## config.mk

```make
export PLATFORM = sky130hd
export DESIGN_NAME = pipelined_decode_control
export DESIGN_NICKNAME = d
export VERILOG_FILES = /design/src/rtl/decode_pkg.sv /design/src/rtl/decode_comb.sv /design/src/rtl/pipelined_decode_control.sv
export SDC_FILE = /design/constraint.sdc
export NUM_CORES = 1
export LEC_CHECK = 0
export CAP_MARGIN = 40
export CORE_UTILIZATION = 48
export DETAILED_ROUTE_END_ITERATION = 8
export GPL_TIMING_DRIVEN = 0
export PLACE_DENSITY = 0.81
export SYNTH_ARGS = -nofsm -noshare
export SYNTH_HDL_FRONTEND = slang
export SYNTH_HIERARCHICAL = 1
export SYNTH_SLANG_ARGS = --single-unit
```

## constraint.sdc

```tcl
create_clock -name clock -period 4.5 [get_ports clock]
set_clock_uncertainty 0.05 [all_clocks]
set_input_delay 1.125 -clock clock [delete_from_list [all_inputs] [get_ports clock]]
set_output_delay 1.125 -clock clock [all_outputs]
set_load 0.05 [all_outputs]
```

## src/rtl/decode_pkg.sv

```systemverilog
`default_nettype none
// ============================================================================
//  Module      : decode_pkg
//  Description : Shared constants, enums and the decoded-bundle struct for the
//                RV32I pipelined decode/control stage.
//                Contents: opcode constants, ALU operation enum, write-back
//                and memory-size selectors, decoded bundle type, and a
//                func3-to-ALU mapping helper shared by OP and OP-IMM.
//  Revision    : 1.0  initial release
// ============================================================================
package decode_pkg;

   localparam int c_XLEN       = 32;
   localparam int c_REG_ADDR_W = 5;

   // Major opcodes (instruction bits [6:0])
   localparam logic [6:0] c_OPC_OP     = 7'b0110011;
   localparam logic [6:0] c_OPC_OP_IMM = 7'b0010011;
   localparam logic [6:0] c_OPC_LOAD   = 7'b0000011;
   localparam logic [6:0] c_OPC_STORE  = 7'b0100011;
   localparam logic [6:0] c_OPC_BRANCH = 7'b1100011;
   localparam logic [6:0] c_OPC_JAL    = 7'b1101111;
   localparam logic [6:0] c_OPC_JALR   = 7'b1100111;
   localparam logic [6:0] c_OPC_LUI    = 7'b0110111;
   localparam logic [6:0] c_OPC_AUIPC  = 7'b0010111;

   typedef enum logic [3:0] {
      ALU_ADD    = 4'd0,
      ALU_SUB    = 4'd1,
      ALU_SLL    = 4'd2,
      ALU_SLT    = 4'd3,
      ALU_SLTU   = 4'd4,
      ALU_XOR    = 4'd5,
      ALU_SRL    = 4'd6,
      ALU_SRA    = 4'd7,
      ALU_OR     = 4'd8,
      ALU_AND    = 4'd9,
      ALU_PASS_B = 4'd10
   } alu_op_e;

   // Write-back source select
   localparam logic [1:0] c_WB_PC4 = 2'b00;
   localparam logic [1:0] c_WB_ALU = 2'b01;
   localparam logic [1:0] c_WB_MEM = 2'b10;

   // Memory access size
   localparam logic [1:0] c_MEM_BYTE = 2'd0;
   localparam logic [1:0] c_MEM_HALF = 2'd1;
   localparam logic [1:0] c_MEM_WORD = 2'd2;

   typedef struct packed {
      alu_op_e                 alu_opcode;
      logic                    op1_sel;
      logic                    op2_sel;
      logic                    rf_wr_en;
      logic [1:0]              rf_wb_sel;
      logic                    mem_wr_en;
      logic                    mem_rd_en;
      logic [1:0]              mem_size;
      logic                    mem_sign_ext;
      logic [c_XLEN-1:0]       immediate;
      logic [c_REG_ADDR_W-1:0] rs1;
      logic [c_REG_ADDR_W-1:0] rs2;
      logic [c_REG_ADDR_W-1:0] rd;
      logic                    is_branch;
      logic                    is_jal;
      logic                    is_jalr;
      logic [2:0]              branch_func3;
      logic                    illegal;
   } decode_bundle_t;

   // func3 -> ALU op for OP/OP-IMM. 'alt' selects SUB (func3=000) or SRA
   // (func3=101); legality of the func7 field is judged by the caller.
   function automatic alu_op_e alu_from_func3(input logic [2:0] func3,
                                              input logic       alt);
      alu_op_e op;
      case (func3)
         3'b000:  op = alt ? ALU_SUB : ALU_ADD;
         3'b001:  op = ALU_SLL;
         3'b010:  op = ALU_SLT;
         3'b011:  op = ALU_SLTU;
         3'b100:  op = ALU_XOR;
         3'b101:  op = alt ? ALU_SRA : ALU_SRL;
         3'b110:  op = ALU_OR;
         default: op = ALU_AND;
      endcase
      return op;
   endfunction

endpackage
`default_nettype wire

```

## src/rtl/decode_comb.sv

```systemverilog
`default_nettype none
// ============================================================================
//  Module      : decode_comb
//  Description : Purely combinational RV32I instruction decoder. Produces the
//                full control bundle plus the source-register usage flags
//                needed for load-use hazard detection.
//  Ports       : instruction  in  raw 32-bit instruction
//                bundle       out decoded control/immediate/register bundle
//                uses_rs1     out instruction reads rs1
//                uses_rs2     out instruction reads rs2
//  Revision    : 1.0  initial release
// ============================================================================
module decode_comb
   import decode_pkg::*;
(
   input  logic [c_XLEN-1:0] instruction,
   output decode_bundle_t    bundle,
   output logic              uses_rs1,
   output logic              uses_rs2
);

   logic [6:0]              w_opcode;
   logic [2:0]              w_func3;
   logic [6:0]              w_func7;
   logic [c_REG_ADDR_W-1:0] w_rs1;
   logic [c_REG_ADDR_W-1:0] w_rs2;
   logic [c_REG_ADDR_W-1:0] w_rd;
   logic [c_XLEN-1:0]       w_imm_i;
   logic [c_XLEN-1:0]       w_imm_s;
   logic [c_XLEN-1:0]       w_imm_b;
   logic [c_XLEN-1:0]       w_imm_u;
   logic [c_XLEN-1:0]       w_imm_j;
   logic                    w_illegal;

   assign w_opcode = instruction[6:0];
   assign w_rd     = instruction[11:7];
   assign w_func3  = instruction[14:12];
   assign w_rs1    = instruction[19:15];
   assign w_rs2    = instruction[24:20];
   assign w_func7  = instruction[31:25];

   assign w_imm_i = {{20{instruction[31]}}, instruction[31:20]};
   assign w_imm_s = {{20{instruction[31]}}, instruction[31:25], instruction[11:7]};
   assign w_imm_b = {{19{instruction[31]}}, instruction[31], instruction[7],
                     instruction[30:25], instruction[11:8], 1'b0};
   assign w_imm_u = {instruction[31:12], 12'b0};
   assign w_imm_j = {{11{instruction[31]}}, instruction[31], instruction[19:12],
                     instruction[20], instruction[30:21], 1'b0};

   // Fields not used by a given format stay at zero, so unused register
   // indices read as x0 and can never match a hazard.
   always_comb begin
      bundle    = '0;
      uses_rs1  = 1'b0;
      uses_rs2  = 1'b0;
      w_illegal = 1'b0;

      case (w_opcode)
         c_OPC_OP: begin
            bundle.alu_opcode = alu_from_func3(w_func3, w_func7[5]);
            bundle.op1_sel    = 1'b1;
            bundle.op2_sel    = 1'b0;
            bundle.rf_wr_en   = 1'b1;
            bundle.rf_wb_sel  = c_WB_ALU;
            bundle.rs1        = w_rs1;
            bundle.rs2        = w_rs2;
            bundle.rd         = w_rd;
            uses_rs1          = 1'b1;
            uses_rs2          = 1'b1;
            // Only func7=0x00, or 0x20 with SUB/SRA, is a base-ISA encoding
            if (!((w_func7 == 7'h00) ||
                  ((w_func7 == 7'h20) && ((w_func3 == 3'b000) || (w_func3 == 3'b101)))))
               w_illegal = 1'b1;
         end
         c_OPC_OP_IMM: begin
            // No SUBI: the alt bit only applies to the right shift
            bundle.alu_opcode = alu_from_func3(w_func3, (w_func3 == 3'b101) & w_func7[5]);
            bundle.op1_sel    = 1'b1;
            bundle.op2_sel    = 1'b1;
            bundle.rf_wr_en   = 1'b1;
            bundle.rf_wb_sel  = c_WB_ALU;
            bundle.immediate  = w_imm_i;
            bundle.rs1        = w_rs1;
            bundle.rd         = w_rd;
            uses_rs1          = 1'b1;
            if ((w_func3 == 3'b001) && (w_func7 != 7'h00))
               w_illegal = 1'b1;
            if ((w_func3 == 3'b101) && (w_func7 != 7'h00) && (w_func7 != 7'h20))
               w_illegal = 1'b1;
         end
         c_OPC_LOAD: begin
            bundle.alu_opcode   = ALU_ADD;
            bundle.op1_sel      = 1'b1;
            bundle.op2_sel      = 1'b1;
            bundle.rf_wr_en     = 1'b1;
            bundle.rf_wb_sel    = c_WB_MEM;
            bundle.mem_rd_en    = 1'b1;
            bundle.mem_size     = w_func3[1:0];
            // Sign-extend only LB/LH; LW and the unsigned forms do not
            bundle.mem_sign_ext = ~w_func3[2] & ~w_func3[1];
            bundle.immediate    = w_imm_i;
            bundle.rs1          = w_rs1;
            bundle.rd           = w_rd;
            uses_rs1            = 1'b1;
            if ((w_func3 == 3'b011) || (w_func3 == 3'b110) || (w_func3 == 3'b111))
               w_illegal = 1'b1;
         end
         c_OPC_STORE: begin
            bundle.alu_opcode = ALU_ADD;
            bundle.op1_sel    = 1'b1;
            bundle.op2_sel    = 1'b1;
            bundle.mem_wr_en  = 1'b1;
            bundle.mem_size   = w_func3[1:0];
            bundle.immediate  = w_imm_s;
            bundle.rs1        = w_rs1;
            bundle.rs2        = w_rs2;
            uses_rs1          = 1'b1;
            uses_rs2          = 1'b1;
            if (w_func3[2] || (w_func3[1:0] == 2'b11))
               w_illegal = 1'b1;
         end
         c_OPC_BRANCH: begin
            bundle.alu_opcode   = ALU_SUB;
            bundle.op1_sel      = 1'b1;
            bundle.op2_sel      = 1'b0;
            bundle.immediate    = w_imm_b;
            bundle.rs1          = w_rs1;
            bundle.rs2          = w_rs2;
            bundle.is_branch    = 1'b1;
            bundle.branch_func3 = w_func3;
            uses_rs1            = 1'b1;
            uses_rs2            = 1'b1;
            if (w_func3[2:1] == 2'b01)
               w_illegal = 1'b1;
         end
         c_OPC_JAL: begin
            bundle.alu_opcode = ALU_ADD;
            bundle.op1_sel    = 1'b0;
            bundle.op2_sel    = 1'b1;
            bundle.rf_wr_en   = 1'b1;
            bundle.rf_wb_sel  = c_WB_PC4;
            bundle.immediate  = w_imm_j;
            bundle.rd         = w_rd;
            bundle.is_jal     = 1'b1;
         end
         c_OPC_JALR: begin
            bundle.alu_opcode = ALU_ADD;
            bundle.op1_sel    = 1'b1;
            bundle.op2_sel    = 1'b1;
            bundle.rf_wr_en   = 1'b1;
            bundle.rf_wb_sel  = c_WB_PC4;
            bundle.immediate  = w_imm_i;
            bundle.rs1        = w_rs1;
            bundle.rd         = w_rd;
            bundle.is_jalr    = 1'b1;
            uses_rs1          = 1'b1;
            if (w_func3 != 3'b000)
               w_illegal = 1'b1;
         end
         c_OPC_LUI: begin
            bundle.alu_opcode = ALU_PASS_B;
            bundle.op1_sel    = 1'b0;
            bundle.op2_sel    = 1'b1;
            bundle.rf_wr_en   = 1'b1;
            bundle.rf_wb_sel  = c_WB_ALU;
            bundle.immediate  = w_imm_u;
            bundle.rd         = w_rd;
         end
         c_OPC_AUIPC: begin
            bundle.alu_opcode = ALU_ADD;
            bundle.op1_sel    = 1'b0;
            bundle.op2_sel    = 1'b1;
            bundle.rf_wr_en   = 1'b1;
            bundle.rf_wb_sel  = c_WB_ALU;
            bundle.immediate  = w_imm_u;
            bundle.rd         = w_rd;
         end
         default: begin
            w_illegal = 1'b1;
         end
      endcase

      // Illegal instructions still flow downstream but must have no side effects
      bundle.illegal = w_illegal;
      if (w_illegal) begin
         bundle.rf_wr_en  = 1'b0;
         bundle.mem_wr_en = 1'b0;
         bundle.mem_rd_en = 1'b0;
      end
   end

endmodule
`default_nettype wire

```

## src/rtl/pipelined_decode_control.sv

```systemverilog
`default_nettype none
// ============================================================================
//  Module      : pipelined_decode_control
//  Description : Registered RV32I decode stage between fetch and execute.
//                Valid/ready handshake on both sides, load-use bubble
//                insertion, synchronous flush and a saturating bubble counter.
//  Ports       : clock, reset_n (async, active-low), flush
//                in_valid/in_ready/in_instruction/in_pc   fetch side
//                out_valid/out_ready/out_*                execute side
//                stall_count                              bubbles inserted
//  Revision    : 1.0  initial release
// ============================================================================
module pipelined_decode_control
   import decode_pkg::*;
#(
   parameter int XLEN          = 32,
   parameter int REG_ADDR_W    = 5,
   parameter bit ENABLE_HAZARD = 1'b1,
   parameter int STALL_CNT_W   = 16
) (
   input  logic                   clock,
   input  logic                   reset_n,
   input  logic                   flush,
   input  logic                   in_valid,
   output logic                   in_ready,
   input  logic [31:0]            in_instruction,
   input  logic [XLEN-1:0]        in_pc,
   output logic                   out_valid,
   input  logic                   out_ready,
   output logic [XLEN-1:0]        out_pc,
   output logic [3:0]             out_alu_opcode,
   output logic                   out_op1_sel,
   output logic                   out_op2_sel,
   output logic                   out_rf_wr_en,
   output logic [1:0]             out_rf_wb_sel,
   output logic                   out_mem_wr_en,
   output logic                   out_mem_rd_en,
   output logic [1:0]             out_mem_size,
   output logic                   out_mem_sign_ext,
   output logic [XLEN-1:0]        out_immediate,
   output logic [REG_ADDR_W-1:0]  out_rs1,
   output logic [REG_ADDR_W-1:0]  out_rs2,
   output logic [REG_ADDR_W-1:0]  out_rd,
   output logic                   out_is_branch,
   output logic                   out_is_jal,
   output logic                   out_is_jalr,
   output logic [2:0]             out_branch_func3,
   output logic                   out_illegal,
   output logic [STALL_CNT_W-1:0] stall_count
);

   decode_bundle_t         w_dec;
   logic                   w_uses_rs1;
   logic                   w_uses_rs2;
   logic                   w_adv;
   logic                   w_hz;

   decode_bundle_t         r_b;
   logic                   r_valid;
   logic [XLEN-1:0]        r_pc;
   logic [STALL_CNT_W-1:0] r_stall;

   decode_comb u_decode_comb (
      .instruction (in_instruction),
      .bundle      (w_dec),
      .uses_rs1    (w_uses_rs1),
      .uses_rs2    (w_uses_rs2)
   );

   assign w_adv = out_ready | ~r_valid;

   // A load sitting in the output register cannot forward its data to the
   // instruction behind it, so that instruction waits one cycle.
   generate
      if (ENABLE_HAZARD) begin : g_hazard
         assign w_hz = r_valid & r_b.mem_rd_en & (r_b.rd != '0) &
                       ((w_uses_rs1 & (w_dec.rs1 == r_b.rd)) |
                        (w_uses_rs2 & (w_dec.rs2 == r_b.rd)));
      end else begin : g_no_hazard
         assign w_hz = 1'b0;
      end
   endgenerate

   assign in_ready = w_adv & ~w_hz & ~flush;

   always_ff @(posedge clock or negedge reset_n) begin
      if (!reset_n) begin
         r_valid <= 1'b0;
         r_pc    <= '0;
         r_b     <= '0;
         r_stall <= '0;
      end else if (flush) begin
         r_valid       <= 1'b0;
         r_b.rf_wr_en  <= 1'b0;
         r_b.mem_wr_en <= 1'b0;
         r_b.mem_rd_en <= 1'b0;
      end else if (w_adv && w_hz) begin
         r_valid       <= 1'b0;
         r_b.rf_wr_en  <= 1'b0;
         r_b.mem_wr_en <= 1'b0;
         r_b.mem_rd_en <= 1'b0;
         if (r_stall != '1)
            r_stall <= r_stall + STALL_CNT_W'(1);
      end else if (w_adv && in_valid) begin
         r_valid <= 1'b1;
         r_pc    <= in_pc;
         r_b     <= w_dec;
      end else if (w_adv) begin
         r_valid       <= 1'b0;
         r_b.rf_wr_en  <= 1'b0;
         r_b.mem_wr_en <= 1'b0;
         r_b.mem_rd_en <= 1'b0;
      end
   end

   assign out_valid        = r_valid;
   assign out_pc           = r_pc;
   assign out_alu_opcode   = r_b.alu_opcode;
   assign out_op1_sel      = r_b.op1_sel;
   assign out_op2_sel      = r_b.op2_sel;
   assign out_rf_wr_en     = r_b.rf_wr_en;
   assign out_rf_wb_sel    = r_b.rf_wb_sel;
   assign out_mem_wr_en    = r_b.mem_wr_en;
   assign out_mem_rd_en    = r_b.mem_rd_en;
   assign out_mem_size     = r_b.mem_size;
   assign out_mem_sign_ext = r_b.mem_sign_ext;
   assign out_immediate    = r_b.immediate;
   assign out_rs1          = r_b.rs1;
   assign out_rs2          = r_b.rs2;
   assign out_rd           = r_b.rd;
   assign out_is_branch    = r_b.is_branch;
   assign out_is_jal       = r_b.is_jal;
   assign out_is_jalr      = r_b.is_jalr;
   assign out_branch_func3 = r_b.branch_func3;
   assign out_illegal      = r_b.illegal;
   assign stall_count      = r_stall;

endmodule
`default_nettype wire

```

# After elaboration in Yosys (flattened, before gate mapping)
# Cells that the tools add are included.
# Widths: inputs -> output; s select.
dict set report op_classes {
  n_addsub 1
  eq_ne 23
  n_mux 43
  bitwise 17
  reduce_logical 30
}
# op count
set ops {}
lappend ops {{$pmux 32 s5} 1}
lappend ops {{$pmux 4 s7} 2}
lappend ops {{$pmux 6 s6} 1}
lappend ops {{$eq 7x6->1 const B} 4}
lappend ops {{$mux 1} 27}
lappend ops {{$eq 7x7->1 const B} 3}
lappend ops {{$add 16x1->16 const B} 1}
lappend ops {{$ne 16x16->1 const B} 1}
lappend ops {{$mux 5} 3}
lappend ops {{$eq 7x5->1 const B} 2}
lappend ops {{$eq 3x3->1 const B} 4}
lappend ops {{$mux 2} 6}
lappend ops {{$reduce_or 3->1} 4}
lappend ops {{$eq 5x5->1} 2}
lappend ops {{$and 1x1->1} 9}
lappend ops {{$pmux 3 s3} 1}
lappend ops {{$reduce_or 2->1} 4}
lappend ops {{$eq 7x2->1 const B} 1}
lappend ops {{$logic_not 7->1} 1}
lappend ops {{$ne 7x6->1 const B} 1}
lappend ops {{$pmux 1 s7} 1}
lappend ops {{$reduce_bool 7->1} 1}
lappend ops {{$reduce_or 7->1} 1}
lappend ops {{$eq 3x2->1 const B} 2}
lappend ops {{15 further kinds} 31}
dict set report totals {
  regBits 117
  inputBits 69
  out_inout_bits 118
  elab_cells 135
}

# Logic depth before layout (Yosys ltp)
dict set report logic_depth {
  ltp_word 10
  ltp_mapped 12
  ltp_nobuf 9
}

# By module
# Netlist, hierarchy kept.
# mod instances cells_per_inst area_each_um2 seq_area_each_um2
set modules_own_cells {}
lappend modules_own_cells {pipelined_decode_control 1 308 5131.2 2927.8}
lappend modules_own_cells {decode_comb 1 147 1048.5 0.0}

# Least setup slack after synthesis
# Ideal clock, no wire load.
dict set report synth_path {
  kind {input -> output}
  startpoint {input in_instruction[2]}
  endpoint {output in_ready}
  t_arrival_ns 3.764
  t_required_ns 3.325
  setup_slack_ns -0.439
  cell_stages 10
  n_path_buf 2
  path_cell_list {buf_4 -> nand3b_4 -> nor4_2 -> a21o_1 -> and2_1 -> xnor2_1 -> nand4_1 -> o22ai_2 -> clkbuf_1 -> a21boi_0}
}
dict set report synth_between {
  elab_cells_between_ends 21
  classes_between {8 x eq/ne; 4 x mux; 7 x bitwise; 2 x reduce/logical}
}
# item line
set synth_rtl {}
lappend synth_rtl {{from (decl)} pipelined_decode_control.sv:26} ;# input logic [31:0] in_instruction,
lappend synth_rtl {{$eq 7x6->1 or $eq 7x7->1 (tied branches)} decode_comb.sv:58} ;# case (w_opcode)
lappend synth_rtl {{$reduce_or 3->1 (no source line) *} -}
lappend synth_rtl {{$mux 1 *} decode_comb.sv:58}
lappend synth_rtl {{named net w_uses_rs2} pipelined_decode_control.sv:54} ;# logic w_uses_rs2;
lappend synth_rtl {{$and 1x1->1 *} pipelined_decode_control.sv:78} ;# (w_uses_rs2 & (w_dec.rs2 == r_b.rd)));
lappend synth_rtl {{$or 1x1->1 *} pipelined_decode_control.sv:77} ;# ((w_uses_rs1 & (w_dec.rs1 == r_b.rd)) |
lappend synth_rtl {{$and 1x1->1 *} pipelined_decode_control.sv:76} ;# assign w_hz = r_valid & r_b.mem_rd_en & (r_b.rd != '0) &
lappend synth_rtl {{$not 1->1 *} pipelined_decode_control.sv:84} ;# assign in_ready = w_adv & ~w_hz & ~flush;
lappend synth_rtl {{$and 1x1->1 * (2 in a row)} pipelined_decode_control.sv:84}
lappend synth_rtl {{to (decl)} pipelined_decode_control.sv:25} ;# output logic in_ready,
# Mark *: on every way through the listed nets, which the timed path passes. The rest lies on a longest branch.

==> results by group <==
Timing
  • Peak Freq: 228 MHz
  • Worst-margin pin slew: 0.752 ns
  • Slew HR: 49.5%
  • Minimum clock period: 4.40 ns
  • Hold Vio Cnt, Final: 0
  • Period utilization: 97.7%
  • Slew Viols, Final: 0
  • # setup viols final: 0
  • RSZ-0062 raised after global routing: no
  • Final hold slack: 0.437 ns

Global routing
  • First-pass GRT wire length: 25000 µm
  • Initial antenna violation count: 4
  • Number of global-route vias before repair: 4780
  • GR Overflow Total: 0
  • Pin count of the biggest net entering global routing: 69
  • Gr usage total: 25.0%

Placement
  • DP Wirelength: 11600 µm
  • PortBufs: 186
  • Dpl cells: 814
  • Placed cell areas: 8290 µm²
  • GPL Wtd Cong: 0.819

Clocking
  • CTS tree: done
  • Clk pin slew, worst setup/hold paths: 0.05 ns
  • Max clock buf depth: 2
  • Latest clock arrival within the worst-skew pair: 0.42 ns
  • H-Tree Depth: 4
  • CTS sink cnt: 117
  • Total CTS buffers: 17
  • Root Buffer: clkbuf_16

Run status
  • Status: complete, no violations

Routing
  • Final antenna-violating net count: 0
  • 1st-pass router iterations: 5
  • Total Wirelength: 16300 µm
  • Starting DRT DRC Count: 358
  • Via density: 5.38
  • Total number of vias: 4619
  • WL/cell: 18.9 µm
  • Remaining DRCs: 0

Die
  • Die area: 13300 µm²
  • Core Area: 12600 µm²
  • # rows: 41
  • Initial core utilization: 49.2%
  • Die H: 115 µm
  • # IOs: 187
  • Die W: 115 µm

Logic synthesis
  • Post-Syn Instances: 455
  • Area leader, netlist: dfrtp_1
  • EDFF count, synth: 0
  • Synth cell count leaders: dfrtp_1, mux2_4, and2_1
  • Ys flop type: dfrtp_1
  • Mapped Nets: 525
  • Sequential area share after synthesis: 47.4%
  • Avg Cell Area, Syn: 13.6 µm²
  • Most common cell in the netlist: dfrtp_1
  • Share of the synthesized area in the top cell type: 47.4%
  • Synthesis Warnings: 6
  • Synth area leaders: dfrtp_1, mux2_4, xnor2_1
  • Number of synthesized register bits: 117
  • Post-synthesis cell area: 6180 µm²
  • Async SR Flop Fraction: 100%
  • Cell variety after synth: 65

Min path
  • Hold path start: out_rs1[0]
  • Hold path cells: 1
  • Worst Hold End: out_rs1[0]
  • Hold Path Class: reg2reg

Final layout
  • Finished Cell Area: 9040 µm²
  • Reg area: 2930 µm²
  • Area Overhead vs Synth: 46.3%
  • Layout cell share with drive strength beyond 1: 27.2%
  • Number of fill cells in the layout: 896
  • Post-route insts no fill: 859
  • Multi-input logic area: 3020 µm²
  • Final net count: 742

Critical path
  • Crit path launch type: primary input
  • Reg2Reg Depth: 6
  • Crit Path Class: in2out
  • CP Launch Point: in_instruction[6]
  • Crit. End Element: primary output
  • Worst R2R End: out_rs2[0]
  • Req. time, crit path: 3.32 ns
  • R2r setup slk: 2.20 ns
  • Origin of the critical flop-to-flop path: out_rd[0]
  • Max FO, Critical Path: 10
  • Worst endpoint data arrival time: 3.22 ns

Pwr
  • LEAKAGE: 0.00416 µW
  • PnR Total Power: 3210 µW
  • Pwr per Cell Area: 355 nW/µm²
  • Peak VDD IR: 0.000257 V

Job
  • Max cap viols: 0
==> layer usage <==
| layer | track usage (%) | part of all wire, % |
|---|---|---|
| met3 | 8.05 | 7.0 |
| met5 | 0 | 0.080 |
| met1 | 31.1 | 42 |
| met2 | 40.7 | 49 |
| met4 | 9.18 | 1.8 |
==> power breakdown <==
part / total [µW] / leakage [µW] / switching (µW) / internal, µW
logic: 724 / 0.00233 / 410 / 314
registers: 1160 / 0.00155 / 40.6 / 1120
clock network: 1330 / 0.000285 / 444 / 884
total: 3210 / 0.00416 / 895 / 2320
==> registers in the layout, indices dropped and copies added, names as in the netlist <==
| signal | cells |
|---|---|
| out_rf_wb_sel | 2 |
| out_rf_wr_en | 1 |
| out_is_jalr | 1 |
| out_rs1 | 5 |
| out_illegal | 1 |
| out_immediate | 32 |
| out_rd | 5 |
| out_is_branch | 1 |
| out_mem_size | 2 |
| out_mem_wr_en | 1 |
| out_mem_rd_en | 1 |
| out_mem_sign_ext | 1 |
| stall_count | 16 |
| out_rs2 | 5 |
| out_is_jal | 1 |
| out_op1_sel | 1 |
| out_branch_func3 | 3 |
| out_pc | 32 |
| out_valid | 1 |
| out_alu_opcode | 4 |
| out_op2_sel | 1 |
==> cells in the final DEF (no fill, tap or decap), types with 11 or more instances in the layout <==
cell type,netlist,layout
clkbuf_16,0,17
and2_1,30,22
mux2_4,80,80
clkdlybuf4s50_1,0,177
xnor2_1,25,25
and3_1,13,12
a21o_1,21,20
nor2_1,11,11
nand4_1,15,15
dfrtp_1,117,117
buf_4,4,14
mux2_2,13,13
==> cell type report <==
class,instances,area share (%)
Clock buffer,28,5.71
Buffer,25,3.39
Inverter,4,0.166
Clock inverter,3,0.720
Antenna cell,3,0.0830
Tap cell,172,2.38
Timing Repair Buffer,198,21.8
Sequential cell,117,32.4
Multi-Input combinational cell,309,33.4
==> logic make-up (layout without fill, tap and decap cells) <==
| kind of cell | Yosys count | count (layout) | synth area share, % |
|---|---|---|---|
| AND/OR/NAND/NOR | 121 | 121 | 12.8 |
| flip-flops | 117 | 117 | 47.4 |
| multiplexers | 99 | 99 | 22.9 |
| AO/OA/AOI/OAI | 63 | 63 | 8.40 |
| buffers and inverters | 29 | 258 | 4.76 |
| XOR/XNOR | 25 | 25 | 3.54 |
| adder cells (fa/ha/maj) | 1 | 1 | 0.202 |
| other | 0 | 3 | 0 |
==> critical path, stage by stage <==
cell           delay, ns
dlygate4sd2_1       0.36
buf_6               0.20
nand3b_1            0.10
o21ai_0             0.12
and3_4              0.27
and2_4              0.17
xnor2_1             0.12
nand4_1             0.18
o22ai_4             0.21
clkbuf_8            0.16
a21boi_2            0.05
buf_6               0.15
==> metrics by stage <==
stage	worst slack (ns)	setup TNS [ns]	util, %
finish	0.105	0	71.9
floorplan	0.186	0	-
CTS	0.0249	0	71.7
detailed placement	-1.51	-8.06	65.9
global route	0.0303	0	71.9
global placement	-2.07	-242.32	65.7
==> worst max-delay path by stage <==
stage | to | cells after the start | slack [ns]
finish | in_ready | 12 | 0.10
floorplan | in_ready | 10 | 0.19
global placement | out_immediate[11] | 1 | -2.07
CTS | in_ready | 12 | 0.02
global route | in_ready | 12 | 0.03
detailed placement | in_ready | 11 | -1.51
==> what timing repair did <==
action                                  in CTS  in global routing
gates cloned                                 0                  0
resized for setup                           34                  3
pin swaps                                    9                  7
buffers inserted                             8                  2
hold buffers                                 0                  0
endpoints found under the setup margin       1                  1
Note: power is estimated with default switching activity, not from simulation.
